===== src/rtl/router_rx_sink.sv =====
// router_rx_sink: drains one router output port, unpacks header/payload/parity into a byte stream and checks it
//   clk, resetn          rising-edge clock, synchronous active-low reset
//   vld_out_i, data_in   router port not-empty flag and data_out_N (data valid the edge after a read)
//   read_enb_o           router read_enb[N]
//   sink_ready           downstream may accept bytes (gates read issue only)
//   byte_valid/data/last unpacked byte stream, last marks the parity byte (or a timeout)
//   pkt_done, pkt_ok     end-of-packet pulse and error-free status
//   err_*                parity/address/length/timeout flags, valid with pkt_done
//   pkt_len              payload length of the latest header
//   pkt_count, err_count completed packets (wraps), errored packets (saturates)
module router_rx_sink #(
   parameter logic [1:0] PORT_ID     = 2'd1,
   parameter int         START_DELAY = 2,
   parameter int         TIMEOUT     = 64
) (
   input  logic        clk,
   input  logic        resetn,
   input  logic        vld_out_i,
   input  logic [7:0]  data_in,
   output logic        read_enb_o,
   input  logic        sink_ready,
   output logic        byte_valid,
   output logic [7:0]  byte_data,
   output logic        byte_last,
   output logic        pkt_done,
   output logic        pkt_ok,
   output logic        err_parity,
   output logic        err_addr,
   output logic        err_len,
   output logic        err_timeout,
   output logic [5:0]  pkt_len,
   output logic [15:0] pkt_count,
   output logic [7:0]  err_count
);
   typedef enum logic [2:0] {IDLE, DELAY, HDR_RD, HDR_CAP, BODY, FINISH} state_t;
   state_t      state, state_nx;
   logic        rd_d;
   logic [3:0]  dly_cnt;
   logic [6:0]  issue_rem, cap_rem;
   logic [7:0]  parity_acc, tmo_cnt;
   logic [15:0] pkt_cnt_q;
   logic [7:0]  err_cnt_q;
   logic        tmo_act, tmo_hit, cap_body, cap_par;
   // the timeout only watches while reads are still owed; once all are issued the data is already in flight
   assign tmo_act  = (state == HDR_CAP) || (state == BODY && issue_rem != 7'd0);
   assign tmo_hit  = tmo_act && !vld_out_i && tmo_cnt == 8'(TIMEOUT - 1);
   assign cap_body = (state == BODY) && rd_d;
   assign cap_par  = cap_body && cap_rem == 7'd1;
   always_ff @(posedge clk)
      if (!resetn) state <= IDLE;
      else         state <= state_nx;
   always_comb begin
      state_nx   = state;
      read_enb_o = 1'b0;
      case (state)
         IDLE:    state_nx = vld_out_i ? (START_DELAY == 0 ? HDR_RD : DELAY) : IDLE;
         DELAY:   state_nx = dly_cnt <= 4'd1 ? HDR_RD : DELAY;
         HDR_RD: begin
            read_enb_o = vld_out_i & sink_ready;
            state_nx   = (vld_out_i & sink_ready) ? HDR_CAP : HDR_RD;
         end
         HDR_CAP: state_nx = BODY;
         BODY: begin
            read_enb_o = vld_out_i & sink_ready & (issue_rem != 7'd0);
            state_nx   = (tmo_hit | cap_par) ? FINISH : BODY;
         end
         default: state_nx = IDLE;
      endcase
   end
   // counts are shown already incremented during the pkt_done cycle and registered at its end
   always_comb begin
      pkt_done  = state == FINISH;
      pkt_ok    = pkt_done & ~(err_parity | err_addr | err_len | err_timeout);
      pkt_count = pkt_cnt_q + {15'd0, pkt_done};
      err_count = err_cnt_q + {7'd0, pkt_done & ~pkt_ok & (err_cnt_q != 8'hFF)};
   end
   always_ff @(posedge clk)
      if (!resetn) begin
         rd_d        <= 1'b0;
         dly_cnt     <= 4'd0;
         issue_rem   <= 7'd0;
         cap_rem     <= 7'd0;
         parity_acc  <= 8'd0;
         tmo_cnt     <= 8'd0;
         pkt_cnt_q   <= 16'd0;
         err_cnt_q   <= 8'd0;
         byte_valid  <= 1'b0;
         byte_data   <= 8'd0;
         byte_last   <= 1'b0;
         err_parity  <= 1'b0;
         err_addr    <= 1'b0;
         err_len     <= 1'b0;
         err_timeout <= 1'b0;
         pkt_len     <= 6'd0;
      end else begin
         rd_d       <= read_enb_o;
         byte_valid <= 1'b0;
         byte_last  <= 1'b0;
         dly_cnt    <= state == IDLE ? 4'(START_DELAY) : state == DELAY ? dly_cnt - 4'd1 : dly_cnt;
         tmo_cnt    <= (tmo_act && !vld_out_i) ? tmo_cnt + 8'd1 : 8'd0;
         if (state == BODY && read_enb_o) issue_rem <= issue_rem - 7'd1;
         if (state == HDR_CAP) begin
            pkt_len     <= data_in[7:2];
            err_addr    <= data_in[1:0] != PORT_ID;
            err_len     <= data_in[7:2] == 6'd0;
            err_parity  <= 1'b0;
            err_timeout <= 1'b0;
            issue_rem   <= {1'b0, data_in[7:2]} + 7'd1;
            cap_rem     <= {1'b0, data_in[7:2]} + 7'd1;
            parity_acc  <= data_in;
            byte_valid  <= 1'b1;
            byte_data   <= data_in;
         end
         if (cap_body) begin
            byte_valid <= 1'b1;
            byte_data  <= data_in;
            cap_rem    <= cap_rem - 7'd1;
            if (cap_rem == 7'd1) begin
               byte_last  <= 1'b1;
               err_parity <= data_in != parity_acc;
            end else parity_acc <= parity_acc ^ data_in;
         end
         // a timeout ends the stream with a bare byte_last marker
         if (tmo_hit) begin
            err_timeout <= 1'b1;
            byte_last   <= 1'b1;
         end
         if (pkt_done) begin
            pkt_cnt_q <= pkt_count;
            err_cnt_q <= err_count;
         end
      end
endmodule


===== config.mk =====
export PLATFORM = sky130hd
export DESIGN_NAME = router_rx_sink
export DESIGN_NICKNAME = d
export VERILOG_FILES = /design/src/rtl/router_rx_sink.sv
export SDC_FILE = /design/constraint.sdc
export NUM_CORES = 1
export LEC_CHECK = 0
export ABC_AREA = 0
export CAP_MARGIN = 5
export CORE_MARGIN = 5
export CORE_UTILIZATION = 49
export CTS_CLUSTER_DIAMETER = 120
export DETAILED_ROUTE_END_ITERATION = 12
export GPL_TIMING_DRIVEN = 0
export PLACE_DENSITY = 0.76
export SLEW_MARGIN = 15
export SYNTH_ARGS = -nofsm -noshare
export SYNTH_HDL_FRONTEND = slang
export SYNTH_SLANG_ARGS = --single-unit
export TNS_END_PERCENT = 1

===== constraint.sdc =====
create_clock -name clk -period 2.9 [get_ports clk]
set_input_delay 0.725 -clock clk [delete_from_list [all_inputs] [get_ports clk]]
set_output_delay 0.725 -clock clk [all_outputs]
set_load 0.01 [all_outputs]

# Word-level counts from Yosys, hierarchy flattened
# Index checks and enable logic that the tools add are counted.
dict set report totals {
  register_bits 82
  latch_bits 0
  mem_bits_rw 0
  rom_bits 0
  in_bits 12
  mem_count 0
}
dict set report op_classes {
  add_sub_neg 7
  n_mul 0
  div 0
  n_lt_le_gt_ge 1
  n_eq_ne 10
  n_shift 0
  n_mux 27
  bitwise 13
  n_reduce_logical 17
}
# op n
set ops {}
lappend ops {{$mux W8} 5}
lappend ops {{$mux W7} 4}
lappend ops {{$add A16 B1 Y16} 1}
lappend ops {{$pmux W3 S5} 1}
lappend ops {{$sub A7 B1 Y7 const B} 2}
lappend ops {{$mux W1} 13}
lappend ops {{$add A8 B1 Y8} 1}
lappend ops {{$add A8 B1 Y8 const B} 1}
lappend ops {{$eq A8 B6 Y1 const B} 1}
lappend ops {{$ne A8 B8 Y1} 1}
lappend ops {{$ne A8 B8 Y1 const B} 1}
lappend ops {{$reduce_bool A2 Y1} 4}
lappend ops {{$xor A8 B8 Y8} 1}
lappend ops {{$add A6 B1 Y7 const B} 1}
lappend ops {{$eq A7 B1 Y1 const B} 1}
lappend ops {{$reduce_bool A7 Y1} 1}
lappend ops {{$eq A3 B2 Y1 const B} 2}
lappend ops {{$eq A3 B3 Y1 const B} 2}
lappend ops {{$logic_and A1 B1 Y1} 6}
lappend ops {{$logic_not A6 Y1} 1}
lappend ops {{$mux W2} 3}
lappend ops {{$and A1 B1 Y1} 5}
lappend ops {{$le A4 B1 Y1 const B} 1}
lappend ops {{$or A1 B1 Y1} 4}
lappend ops {{10 further kinds} 12}

# Logic depth before layout (Yosys ltp)
# Gate-level depths: netlist of run 1.
dict set report logic_depth {
  ltp_word 9
  mapped_depth 11
  mapped_depth_nobuf 9
}

# Least setup slack after synthesis of run 1
# OpenSTA, ideal clock, no wires.
dict set report synth_path {
  kind {reg-to-output}
  from {register state[1]}
  to {output pkt_count[14]}
  arrival_time_ps 2339
  slack_ps -164
  path_stages_with_launch 11
  cell_sequence {dfxtp_1 > clkbuf_1 > nand3b_1 > inv_1 > buf_2 > ha_1 > ha_1 > and4_1 > nand4_1 > nor2_1 > xor2_1}
}
dict set report synth_via {
  elab_chain_len 2
}
# item line
set synth_lines {}
lappend synth_lines {{start, declared} 36} ;# state_t state, state_nx;
lappend synth_lines {{start signal, assigned} 51} ;# else state <= state_nx;
lappend synth_lines {{$eq A3 B3 Y1} 72} ;# pkt_done = state == FINISH;
lappend synth_lines {{via pkt_done} 25} ;# output logic pkt_done,
lappend synth_lines {{$add A16 B1 Y16} 74} ;# pkt_count = pkt_cnt_q + {15'd0, pkt_done};
lappend synth_lines {{end, declared} 32} ;# output logic [15:0] pkt_count,
# The timed path passes the listed nets, and every way through them passes these cells.

# Final worst setup path of run 1
dict set report layout_path {
  from {register state[1]}
  to {output pkt_count[13]}
}
dict set report layout_via {
  elab_chain_len 2
}
# item line
set layout_lines {}
lappend layout_lines {{$eq A3 B3 Y1} 72}
lappend layout_lines {{$add A16 B1 Y16} 74}
# No other way between the ends.

==> impl_metrics.yaml, run 1 <==
pwr:
  p_per_area_nw_per_um2: 413
  internal_power_uw: 1630
  pwr-share-comb_pct: 9.5
  peakVddDrop_mv: 0.254
  sw_frac_of_total_pct: 26.3
  clock_power_share_pct: 38.1
  fin_total_pwr_uw: 2210
  cellLeakagePower_uw: 0.00204
  p_switching_uw: 583
  p_seq_share_pct: 52.4
timing:
  fin_hold_ws_ps: 458
  period_minus_slack_ps: 3110
  worst_slack_ps: -207
  tightest_slew_ps: 628
  fmax_mhz: 322
  finalHoldViolCount: 0
  rsz0062_at_grt: "yes"
  drv_slew: 0
  period_share_pct: 107
  relSlewSlack_pct: 58.2
  setup_viol_count_final: 11
  fin_skew_ps: 15.4
synthesis:
  synth_fa_ha_area_share_pct: 3.58
  synth_edf_count: 0
  synthXorXnorAreaFrac_pct: 10.4
  ys_seq_elements: 82
  yosysMostFrequentCell: "dfxtp_1"
  muxShareOfSynthArea_pct: 0.507
  syn_inst: 516
  ys_warn_count: 0
  syn_area_per_cell_um2: 8.14
  synth-seq-area-share_pct: 39.1
  async_reset_ff_share_pct: 0
  synth-simple-area-share_pct: 24.4
  synthDistinctLibCells: 52
  synth.area.top_cells: "dfxtp_1 (39%), a21oi_1 (6.4%), nand2_1 (5.6%)"
  synth.net_count: 540
  synth_top_family_by_area: "simple AND/OR/NAND/NOR gates"
  synthFlopType: "dfxtp_1"
  synthesis.area_um2: 4200
  synth_commonest_cells: "dfxtp_1 (82), nand2_1 (63), a21oi_1 (54)"
  yosys.area.top_type_share_pct: 39.1
  synth_compound_area_share_pct: 17.2
  synth.largest_area_cell: "dfxtp_1"
route:
  vias: 4098
  route.detailed.drc: 0
  viasPerCell: 5.74
  routed_wl_um: 11600
  wire_per_inst_um: 16.3
  ant_nets: 0
  drt_iter0_drc: 194
  first_pass_iters: 5
floorplanning:
  ios: 59
  die_w_um: 103
  die-area_um2: 10500
  die_h_um: 103
  start_util_pct: 50.6
  rows: 33
  core_um2: 8300
grt:
  gr-total-overflow: 0
  grt_pass1_vias: 3939
  grt_first_pass_wirelength_um: 18300
  grtUsageTotal_pct: 21.8
  grt_max_degree: 21
  antenna_found_initial: 0
cells_and_area:
  fin_cells: 714
  n_fill_cell: 682
  fin_area_um2: 5360
  nets: 628
  area_growth_pct: 27.7
  diodes: 0
  fin_util_pct: 64.6
  drive_gt1_share_pct: 15.6
clocking:
  cts_tree: "built"
  clk-insertion-delay-late_ps: 360
  clk_pin_slew_ps: 80
  cts_buffer_depth: 2
  hold_buffers: 0
  clkSinkCount: 82
  numCtsBuffers: 9
  ctsRootBufferMaster: "clkbuf_8"
  h-tree-depth: 3
hold_path:
  worstHoldStart: "byte_data[6]"
  hold_path_class: "flip-flop to flip-flop"
  min_path_cells: 2
placed_design:
  io_buffers: 54
  dpl.hpwl_um: 7780
  gp_congestion: 0.869
  placed_cell_area_um2: 4880
  dp_cells: 675
setup_path:
  cp_max_fo: 4
  start_kind: "flip-flop"
  worstRegToRegCells: 11
  reg2reg_from: "state[1]"
  cp-end-kind: "output port"
  cp_data_required_time_ps: 2170
  crit_arrival_ps: 2380
  timing.critical_path.from: "state[1]"
  critPathKind: "flip-flop to output port"
job:
  drv_cap: 0
run_status:
  status: "finished, violations left"
  violations: "setup timing"
cell usage in the layout (no fill, tap or decap), types with 5 or more instances in the layout:
cell / instances
dfxtp_1: 76
nand2_1: 63
a21oi_1: 54
nor2_1: 38
clkdlybuf4s50_1: 34
buf_4: 26
xnor2_1: 25
xor2_1: 24
nand3_1: 21
clkbuf_1: 18
buf_2: 17
o21ai_0: 15
inv_1: 14
nor3_1: 12
a31oi_1: 10
nand4_1: 9
clkbuf_8: 9
o311a_1: 8
ha_1: 8
or3_1: 7
or4_1: 6
nor4_1: 6
and2_1: 5
o31ai_1: 5
dfxtp_2: 5
dlygate4sd2_1: 5
cell type report:
cell class | count | area, µm² | area share, %
multi-input combinational | 385 | 2510 | 46.8
sequential | 82 | 1650 | 30.8
timing repair buffer | 83 | 693 | 12.9
tap | 105 | 131 | 2.45
clock buffer | 9 | 124 | 2.31
buffer | 28 | 114 | 2.12
clock inverter | 7 | 77.6 | 1.45
inverter | 15 | 61.3 | 1.14
kinds of logic (layout without fill, tap and decap cells):
family          after synthesis  count (layout)
mux                           2               2
buf+inv                      49             142
simple gates                205             205
xor+xnor                     50              50
compound gates              116             116
flops                        82              82
fa+ha+maj                    12              12
critical path: stages (launching register included):
cell      delay (ps)
dfxtp_4          340
nand3b_1         250
buf_6            190
inv_6             60
ha_4             140
and3_4           230
nand4_1          200
nor2_1           190
xor2_1           250
buf_2            180
worst paths after layout:
path                        end  slack [ps]
setup / recovery  pkt_count[13]        -210
hold / removal     byte_data[6]         460
setup reg to reg  pkt_cnt_q[14]         380
hold reg to reg    byte_data[6]         460
flip-flops by register name, indices dropped and copies added (netlist names), 3 cells and up:
register	count
pkt_cnt_q	16
dly_cnt	4
state	3
parity_acc	8
issue_rem	7
pkt_len	6
err_cnt_q	8
cap_rem	7
byte_data	8
tmo_cnt	8
power groups by stage:
stage                     clock [µW]  sequential (µW)  combinational (µW)
after floorplan                    0             1180                 129
after global placement             0             1180                 190
after detailed placement           0             1190                 195
after CTS                        853             1160                 209
after global routing             904             1160                 233
final                            844             1160                 209
metrics by stage:
step | TNS [ps] | worst slack (ps)
after global routing | -2290 | -278
after detailed placement | -13190 | -1010
after global placement | -12190 | -944
final | -1090 | -207
after floorplan | 0 | 0.808
after CTS | -1190 | -192
metal layers:
metal	vias up	share of wire, %	GRT usage [%]
met1	1925	42	27.6
met2	148	50	36.3
met4	0	2.0	9.08
li1	2004	-	-
met5	-	0	0
met3	21	6.3	4.06
repair_timing:
action,4_1_cts,5_1_grt
buffers inserted,19,10
resized for setup,82,17
hold endpoints to repair,0,0
setup endpoints to repair,28,22
pin swaps,9,6
gates cloned,0,1
Note: power is estimated with default switching activity, not from simulation.
==> run 2: changes to the inputs <==
--- a/config.mk
+++ b/config.mk
@@ -12,7 +12,7 @@
 export CTS_CLUSTER_DIAMETER = 120
 export DETAILED_ROUTE_END_ITERATION = 12
 export GPL_TIMING_DRIVEN = 0
-export PLACE_DENSITY = 0.76
+export PLACE_DENSITY_LB_ADDON = 0.3
 export SLEW_MARGIN = 15
 export SYNTH_ARGS = -nofsm -noshare
 export SYNTH_HDL_FRONTEND = slang
==> run 2 against run 1 <==
Against the previous run:
- the run still ends with setup timing left
- non-clock buffer count is 5 higher
- setup slack improved by 140 ps
- core utilization grew 1.4 points
- highest routed layer unchanged
- worst hold slack about the same
==> impl_metrics.yaml, run 2 (synthesis results as in run 1) <==
route:
  highest_layer: "met4"
  met1_length_um: 5090
  first_pass_iters: 5
  wl_met3_um: 606
  vias: 4069
  dr_wl_met2_um: 5870
  ant_nets: 0
  drt_iter0_drc: 242
  viasPerCell: 5.67
  wire_per_inst_um: 16.3
  route.detailed.drc: 0
  routed_wl_um: 11700
setup_path:
  rrSetupSlack_ps: -10
  reg2reg_from: "state[1]"
  cp_max_fo: 6
  crit_arrival_ps: 2250
  cp_num_cells: 10
  timing.critical_path.from: "state[1]"
  worstRegToRegCells: 17
  reg2reg_to: "pkt_cnt_q[13]"
  crit_slowest_cell: "dfxtp_4"
  crit_family: "simple AND/OR/NAND/NOR gates"
  crit_path_end: "pkt_count[12]"
  crit_buf_inv: 4
  start_kind: "flip-flop"
  critPathKind: "flip-flop to output port"
  cp-end-kind: "output port"
  slowest_delay_ps: 340
  cp_data_required_time_ps: 2170
  worstPathCellList: "nand3b_1, buf_6, inv_6, ha_4, ha_4, and4_4, nand4_1, buf_4, xnor2_2, buf_2"
  crit_top_cell: "ha_4"
timing:
  fmax_mhz: 337
  setup_tns_ps: -188
  fin_hold_ws_ps: 458
  finalHoldViolCount: 0
  period_minus_slack_ps: 2970
  worst_slack_ps: -71.3
  relSlewSlack_pct: 56.2
  drv_slew: 0
  tightest_slew_ps: 657
  period_share_pct: 102
  setup_viol_count_final: 6
  rsz0062_at_grt: "yes"
  fin_skew_ps: 9.55
pwr:
  peakVddDrop_mv: 0.361
  p_per_area_nw_per_um2: 401
  cellLeakagePower_uw: 0.00211
floorplanning:
  die_h_um: 103
  die-area_um2: 10500
  core_um2: 8300
  start_util_pct: 50.6
  rows: 33
  ios: 59
  die_w_um: 103
clocking:
  cts_buffer_depth: 2
  numCtsBuffers: 9
  clk_pin_slew_ps: 80
  clk-insertion-delay-late_ps: 350
  hold_buffers: 0
  clkSinkCount: 82
  cts_tree: "built"
  h-tree-depth: 3
  ctsRootBufferMaster: "clkbuf_8"
cells_and_area:
  nets: 633
  largest_reg_flops: 16
  n_fill_cell: 664
  area_growth_pct: 30.5
  drive_gt1_share_pct: 17.0
  regMostFlops: "pkt_cnt_q"
  diodes: 0
  final_cell_mix: "dfxtp_1 (74), nand2_1 (62), a21oi_1 (53), nor2_1 (37), clkdlybuf4s50_1 (34)"
  mostFrequentLayoutCell: "dfxtp_1"
grt:
  grt_first_pass_wirelength_um: 19000
  antenna_found_initial: 0
  grtUsageTotal_pct: 22.6
  grt_max_degree: 20
  grt_pass1_vias: 3970
  gr-total-overflow: 0
placed_design:
  dp_slack_ps: -935
  dpl.hpwl_um: 7800
  io_buffers: 54
  gp_congestion: 0.896
run_status:
  violations: "setup timing"
  status: "finished, violations left"
hold_path:
  min_path_cells: 2
  hold_path_class: "flip-flop to flip-flop"
job:
  drv_cap: 0
-- run 2: metrics by stage --
stage | area (µm²) | util [%] | power (µW) | std cells
2_1_floorplan | 4210 | - | 1310 | 516
3_3_place_gp | 4880 | 58.8 | 1380 | 675
3_5_place_dp | 4880 | 58.8 | 1380 | 675
6_report | 5480 | 66.0 | 2200 | 718
4_1_cts | 5380 | 64.8 | 2210 | 711
5_1_grt | 5480 | 66.0 | 2290 | 718
-- run 2: metal layers --
layer	up-vias	track usage, %
li1	2010	-
met1	1955	28.7
met4	0	6.36
met5	-	0
met3	14	5.28
met2	90	38.2
-- run 2: layout make-up --
cell class	instances	area, µm²	share of cell area, %
well taps	105	131	2.40
repair buffers	87	773	14.1
clock buffers	10	138	2.51
multi-input cells	385	2530	46.2
clock inverters	5	55.1	1.01
plain buffers	29	134	2.44
inverters	15	61.3	1.12
flip-flops and latches	82	1650	30.2
-- run 2: power by group --
part           switching (µW)  total, µW  internal, µW
registers                15.1       1160          1140
clock network             408        821           413
logic                     130        215          84.7
-- run 2: worst min path at each step --
stage / to / from / slack (ps)
floorplan: tmo_cnt[0] / tmo_cnt[0] / 430
global placement: byte_data[5] / byte_data[5] / 440
detailed placement: byte_data[1] / byte_data[1] / 450
CTS: byte_data[5] / byte_data[5] / 460
global route: pkt_len[3] / pkt_len[3] / 480
finish: byte_data[5] / byte_data[5] / 460
-- run 2: worst min-delay path, cell delays in order (launching register included) --
cell     delay (ps)
dfxtp_1         320
nand2_1          50
a21oi_1          50
-- run 2: what timing repair did --
action	in CTS	in global routing
pin swaps	9	10
gates cloned	0	0
buffers inserted	23	11
resized for setup	95	22
setup endpoints to repair	28	22
